### src/rtl/prog_inst_mem_if.sv
// prog_inst_mem_if: fetch and loader signal bundle for prog_inst_mem.
//   master : PC/fetch requester and program loader (testbench or boot controller)
//   slave  : the instruction memory itself
// Fetch  : fetch_req, pc -> inst_code, inst_valid, fault
// Loader : ld_start, ld_valid, ld_byte, ld_last -> ld_ready, ld_done, busy
interface prog_inst_mem_if;
  logic        fetch_req;
  logic [31:0] pc;
  logic [31:0] inst_code;
  logic        inst_valid;
  logic        fault;
  logic        ld_start;
  logic        ld_valid;
  logic [7:0]  ld_byte;
  logic        ld_last;
  logic        ld_ready;
  logic        ld_done;
  logic        busy;

  modport master (
    output fetch_req, pc, ld_start, ld_valid, ld_byte, ld_last,
    input  inst_code, inst_valid, fault, ld_ready, ld_done, busy
  );

  modport slave (
    input  fetch_req, pc, ld_start, ld_valid, ld_byte, ld_last,
    output inst_code, inst_valid, fault, ld_ready, ld_done, busy
  );
endinterface

### src/rtl/prog_inst_mem.sv
// prog_inst_mem: runtime-loadable, byte-addressable, big-endian instruction
// memory for the fetch stage. Bytes are streamed in through the loader port;
// fetches return a 32-bit word one cycle after the request.
//
// Ports:
//   clk    : single clock, rising edge
//   reset  : asynchronous, active-low reset (also clears the memory array)
//   bus    : prog_inst_mem_if.slave (fetch and loader signals)
// Parameters:
//   DEPTH_BYTES : memory size in bytes (multiple of 4, >= 8)
//   NOP_WORD    : word returned on a faulted fetch
// Optional feature:
//   IMEM_BOUNDS_CHECK_EN : when defined, misaligned or out-of-range fetches
//   return NOP_WORD with fault=1; otherwise byte addresses wrap modulo
//   DEPTH_BYTES and fault stays 0.
module prog_inst_mem #(
  parameter int unsigned DEPTH_BYTES = 64,
  parameter logic [31:0] NOP_WORD    = 32'h0000_0000
) (
  input  logic            clk,
  input  logic            reset,
  prog_inst_mem_if.slave  bus
);

  localparam int unsigned PW = $clog2(DEPTH_BYTES);
  localparam logic [PW-1:0] LAST_PTR = PW'(DEPTH_BYTES - 1);

  typedef enum logic [1:0] {
    S_EMPTY,
    S_LOAD,
    S_RUN
  } state_t;

  state_t      state;
  logic [PW-1:0] ld_ptr;
  logic [7:0]  mem [DEPTH_BYTES];

  logic [31:0] inst_code_q;
  logic        inst_valid_q;
  logic        fault_q;
  logic        ld_done_q;

  logic [31:0] fetch_word;
  logic        fetch_fault;

`ifdef IMEM_BOUNDS_CHECK_EN
  // Only reached for aligned, in-range pc, so pc+off never leaves the array.
  function automatic logic [PW-1:0] byte_index(input logic [31:0] addr,
                                               input int unsigned off);
    return PW'(addr + off);
  endfunction
`else
  // Reduce pc first so the +off step needs at most one wrap subtraction.
  function automatic logic [PW-1:0] byte_index(input logic [31:0] addr,
                                               input int unsigned off);
    logic [31:0] idx;
    idx = (addr % 32'(DEPTH_BYTES)) + off;
    if (idx >= 32'(DEPTH_BYTES)) idx = idx - 32'(DEPTH_BYTES);
    return PW'(idx);
  endfunction
`endif

  always_comb begin
    fetch_word  = NOP_WORD;
    fetch_fault = 1'b0;
`ifdef IMEM_BOUNDS_CHECK_EN
    if (bus.pc[1:0] != 2'b00 || bus.pc > 32'(DEPTH_BYTES - 4)) begin
      fetch_fault = 1'b1;
    end else begin
      for (int unsigned i = 0; i < 4; i++) begin
        fetch_word[8*(3-i) +: 8] = mem[byte_index(bus.pc, i)];
      end
    end
`else
    for (int unsigned i = 0; i < 4; i++) begin
      fetch_word[8*(3-i) +: 8] = mem[byte_index(bus.pc, i)];
    end
`endif
  end

  always_ff @(posedge clk or negedge reset) begin
    if (!reset) begin
      state        <= S_EMPTY;
      ld_ptr       <= '0;
      inst_code_q  <= '0;
      inst_valid_q <= 1'b0;
      fault_q      <= 1'b0;
      ld_done_q    <= 1'b0;
      mem          <= '{default: '0};
    end else begin
      ld_done_q    <= 1'b0;
      inst_valid_q <= 1'b0;
      fault_q      <= 1'b0;
      case (state)
        S_EMPTY: begin
          if (bus.ld_start) begin
            state  <= S_LOAD;
            ld_ptr <= '0;
          end
        end
        S_LOAD: begin
          // Restart has priority; a byte offered in the same cycle is dropped.
          if (bus.ld_start) begin
            ld_ptr <= '0;
          end else if (bus.ld_valid) begin
            mem[ld_ptr] <= bus.ld_byte;
            ld_ptr      <= ld_ptr + PW'(1);
            if (bus.ld_last || ld_ptr == LAST_PTR) begin
              state     <= S_RUN;
              ld_done_q <= 1'b1;
            end
          end
        end
        S_RUN: begin
          // A load request pre-empts a same-cycle fetch; inst_code holds.
          if (bus.ld_start) begin
            state  <= S_LOAD;
            ld_ptr <= '0;
          end else if (bus.fetch_req) begin
            inst_valid_q <= 1'b1;
            inst_code_q  <= fetch_word;
            fault_q      <= fetch_fault;
          end
        end
        default: state <= S_EMPTY;
      endcase
    end
  end

  assign bus.inst_code  = inst_code_q;
  assign bus.inst_valid = inst_valid_q;
  assign bus.fault      = fault_q;
  assign bus.ld_done    = ld_done_q;
  assign bus.ld_ready   = (state == S_LOAD);
  assign bus.busy       = (state == S_LOAD);

endmodule

### src/flat_wrapper.sv
// flat-port wrapper written by rule: the top's interface ports become plain ports
module prog_inst_mem_flat 
#(
  parameter int unsigned DEPTH_BYTES = 64,
  parameter logic [31:0] NOP_WORD    = 32'h0000_0000
)
  (clk, reset, bus_fetch_req, bus_pc, bus_ld_start, bus_ld_valid, bus_ld_byte, bus_ld_last, bus_inst_code, bus_inst_valid, bus_fault, bus_ld_ready, bus_ld_done, bus_busy);
  prog_inst_mem_if bus_i ();
  input  logic clk;
  input  logic reset;
  input wire logic [$bits(bus_i.fetch_req)-1:0] bus_fetch_req;
  input wire logic [$bits(bus_i.pc)-1:0] bus_pc;
  input wire logic [$bits(bus_i.ld_start)-1:0] bus_ld_start;
  input wire logic [$bits(bus_i.ld_valid)-1:0] bus_ld_valid;
  input wire logic [$bits(bus_i.ld_byte)-1:0] bus_ld_byte;
  input wire logic [$bits(bus_i.ld_last)-1:0] bus_ld_last;
  output wire logic [$bits(bus_i.inst_code)-1:0] bus_inst_code;
  output wire logic [$bits(bus_i.inst_valid)-1:0] bus_inst_valid;
  output wire logic [$bits(bus_i.fault)-1:0] bus_fault;
  output wire logic [$bits(bus_i.ld_ready)-1:0] bus_ld_ready;
  output wire logic [$bits(bus_i.ld_done)-1:0] bus_ld_done;
  output wire logic [$bits(bus_i.busy)-1:0] bus_busy;
  assign bus_i.fetch_req = bus_fetch_req;
  assign bus_i.pc = bus_pc;
  assign bus_i.ld_start = bus_ld_start;
  assign bus_i.ld_valid = bus_ld_valid;
  assign bus_i.ld_byte = bus_ld_byte;
  assign bus_i.ld_last = bus_ld_last;
  assign bus_inst_code = bus_i.inst_code;
  assign bus_inst_valid = bus_i.inst_valid;
  assign bus_fault = bus_i.fault;
  assign bus_ld_ready = bus_i.ld_ready;
  assign bus_ld_done = bus_i.ld_done;
  assign bus_busy = bus_i.busy;
  prog_inst_mem #(.DEPTH_BYTES(DEPTH_BYTES), .NOP_WORD(NOP_WORD)) u_core (.clk(clk), .reset(reset), .bus(bus_i));
endmodule
### config.mk
export PLATFORM = sky130hd
export DESIGN_NAME = prog_inst_mem_flat
export DESIGN_NICKNAME = d
export VERILOG_FILES = /design/src/rtl/prog_inst_mem_if.sv /design/src/rtl/prog_inst_mem.sv /design/src/flat_wrapper.sv
export SDC_FILE = /design/constraint.sdc
export NUM_CORES = 1
export LEC_CHECK = 0
export CAP_MARGIN = 40
export CORE_ASPECT_RATIO = 1.75
export CORE_MARGIN = 2
export CORE_UTILIZATION = 40
export DETAILED_ROUTE_END_ITERATION = 10
export GPL_ROUTABILITY_DRIVEN = 1
export RECOVER_POWER = 25
export SYNTH_ARGS = -nofsm -noshare
export SYNTH_HDL_FRONTEND = slang
export SYNTH_SLANG_ARGS = --single-unit
### constraint.sdc
create_clock -name clk -period 4.8 [get_ports clk]
set_input_delay 0.72 -clock clk [delete_from_list [all_inputs] [get_ports clk]]
set_output_delay 0.72 -clock clk [all_outputs]
set_load 0.05 [all_outputs]
==> summary.md <==
| Metric | Value |
|---|---|
| Routed length per instance | 34.8 um |
| Power Density | 301 nW/um^2 |
| Layout cell share with drive strength beyond 1 | 0.415 |
| Fin util | 0.447 |
| Sink Count | 554 |
| Clk_skew | 0.0298 ns |
| Clock transition at the registers of the reported paths | 0.08 ns |
| Max-cap violations | 1 |
| Antenna violations before repair | 7 |
| Post-Synthesis Cells | 2877 |
| Mapped cell area | 37200 sq um |
| Reg2reg path depth | 5 |
| Final wirelength | 143 mm |
| Core Area | 92000 sq um |
| DR iter-0 viols | 2803 |
| Congestion Overflow GR | 0 |
| Full die area | 95400 sq um |
| Most common cell in the netlist | dfrtp_1 |
| F_max | 263 MHz |
| CP Data Arrival Time | 4.35 ns |
| Post-DP HPWL | 97.4 mm |
| Top post-synthesis cells by area | dfrtp_1 (37%), mux4_2 (23%), mux2_2 (16%), mux2i_1 (6.0%), nand2_1 (3.0%) |
| Yosys cell types | 69 |
| DIE WIDTH | 234 um |
| Hold Vio Cnt, Final | 0 |
| CTS H-tree depth | 2 |
| Top_reg_cell synth | dfrtp_1 |
| Setup Buffers After CTS | 0 |
| Root Driver | clkbuf_16 |
| CTS tree | done |
| LEAKAGE | 17.9 nW |
| Ys Warns | 0 |
| Vias in the first global route | 28800 |
| Post-synth ARST share | 1.00 |
| Area delta synth->final | 10.7% |
| Post-CTS Resized | 0 |
| Via/cell ratio | 6.85 |
| Std-Cell Rows | 147 |
| EDFF count, synth | 0 |
| Initial core utilization | 0.404 |
| Residual DRC | 0 |
| Synthesized net count | 2928 |
| Clk buf depth | 3 |
| Via Count | 28200 |
| Ports | 83 |
| CP required | 5.35 ns |
| Commonest cells in the netlist | dfrtp_1 (554), mux2_2 (526), mux4_2 (375) |
| PortBufs | 55 |
| Top cell type's share of synthesized area | 0.373 |
| Overall power | 12.4 mW |
| Worst Path Max Fanout | 28 |
| Tcrit/Tclk final | 0.791 |
| Failing checks | max-capacitance violations, max-slew violations |
| Syn_area_per_cell | 12.9 sq um |
| Met3 GRT Util | 0.0670 |
| Filler Cells Inserted | 8382 |
| Worst Tran Pin Value | 3.76 ns |
| CTS buffer count | 54 |
| Met1 global-route usage | 0.337 |
| Final Max Tran Viols | 70 |
| Worst VDD drop | 291 uV |
| Setup TNS | 0 ns |
| Worst-Skew Late Latency | 0.66 ns |
| RSZ-0062 raised after global routing | no |
| GP Congestion | 0.960 |
| Setup CP Type | in -> reg |
| CP Capture Type | flip-flop |
| Final period demand of the worst path | 3.80 ns |
| Hold path cells | 2 |
| Status | finished with violations |
| Largest net degree at the start of global routing | 153 |
| Min-Delay Path Class | reg -> reg |
| Slew HR | -1.51 |
| Antenna-violating nets left | 0 |
| CP Launch Type | primary input |
| Synthesized flop and latch total | 554 |
| Chip Height | 407 um |
| Global-route wire length before repair | 207 mm |
| Hold buffers post-CTS | 0 |
| Total GRT Usage | 0.303 |
| Final #Nets | 2929 |
| Leading area contributor after synthesis | dfrtp_1 |
| Sequential fraction of the synthesis area | 0.373 |
| # setup viols final | 0 |
| Met2 usage | 0.494 |
| Most Crowded Layer GR | met2 |
| Drt pass-1 iters | 6 |
==> sequential cells by signal, summed over array words and instances, names as in the netlist <==
signal                 count
u_core.bus.inst_code      32
u_core.state               2
u_core.bus.ld_done         1
u_core.ld_ptr              6
u_core.mem               512
u_core.bus.inst_valid      1
==> power breakdown <==
part | leakage, nW | switching, mW | internal (mW)
clock network | 0.880 | 2.03 | 2.52
logic | 9.38 | 1.73 | 0.945
registers | 7.68 | 0.279 | 4.89
==> layout by cell type, fill, tap and decap left out, types with 15 or more instances in the layout <==
cell type / synthesis / layout
mux2_2: 526 / 526
a22oi_1: 30 / 30
mux2i_1: 222 / 222
dfrtp_1: 554 / 554
nor2_1: 52 / 52
buf_12: 0 / 15
nor2b_1: 16 / 16
a31oi_1: 31 / 31
a32oi_1: 22 / 22
nor3_1: 18 / 18
o21ai_0: 45 / 45
a21oi_1: 55 / 53
o22ai_1: 27 / 27
o211ai_1: 30 / 30
nor2_2: 22 / 22
clkdlybuf4s50_1: 0 / 42
a211oi_1: 35 / 35
nand2_1: 299 / 299
nand3_1: 69 / 68
mux4_2: 375 / 375
clkbuf_16: 0 / 57
buf_4: 52 / 136
==> kinds of logic (layout without fill, tap and decap cells) <==
family / count (synthesis) / in the layout / synth area share
buffers and inverters: 276 / 316 / 0.0379
XOR/XNOR: 19 / 19 / 0.00589
multiplexers: 1130 / 1130 / 0.450
AO/OA/AOI/OAI: 356 / 356 / 0.0662
other: 1 / 2 / 0.000101
AND/OR/NAND/NOR: 536 / 536 / 0.0647
flip-flops: 554 / 554 / 0.373
adder cells (fa/ha/maj): 5 / 5 / 0.00168
==> routing by layer <==
metal,up-vias,share of wire
met2,1565,0.48
met5,-,0.00052
met3,549,0.080
li1,11300,-
met1,14800,0.33
met4,12,0.11
==> critical path: stages <==
cell and delay, ns:
buf_8 0.22, clkinv_1 0.19, ha_4 0.61, clkinv_1 0.46, and3_1 0.29, buf_4 0.24
a32o_1 0.25, a221oi_1 0.74, o221ai_1 0.21, o32a_1 0.36
==> per-stage QoR <==
step	std cells	area, sq um	hold WS, ns	worst slack [ns]
global placement	4003	39200	0.470	0.506
finish	4110	41100	0.489	1.00
floorplan	2877	37200	0.424	1.08
CTS	4103	41100	0.0699	1.17
detailed placement	4008	39300	0.481	0.497
global route	4109	41100	0.534	0.459
==> cell type report <==
class / count / area [sq um] / share of cell area
clock inverter: 26 / 277 / 0.00672
tap: 1192 / 1490 / 0.0363
timing repair buffer: 213 / 1930 / 0.0468
inverter: 8 / 30.0 / 0.000730
clock buffer: 69 / 1530 / 0.0372
antenna: 1 / 2.50 / 0.0000608
sequential: 554 / 13900 / 0.337
multi-input combinational: 2047 / 22000 / 0.535
==> worst paths after layout <==
path	from	end	slack, ns
worst max-delay path	bus_pc[1]	u_core.bus.inst_code[22]$_DFFE_PN0P_	1.00
worst min-delay path	u_core.bus.inst_code[28]$_DFFE_PN0P_	u_core.bus.inst_code[28]$_DFFE_PN0P_	0.49
worst max register to register	u_core.state[1]$_DFFE_PN0P_	u_core.mem[442]$_DFFE_PN0P_	1.64
worst min register to register	u_core.bus.inst_code[28]$_DFFE_PN0P_	u_core.bus.inst_code[28]$_DFFE_PN0P_	0.49
max in group asynchronous	reset	u_core.bus.inst_code[15]$_DFFE_PN0P_	1.11
min in group asynchronous	reset	u_core.mem[139]$_DFFE_PN0P_	1.48
Power figures use the tool's default switching activity.
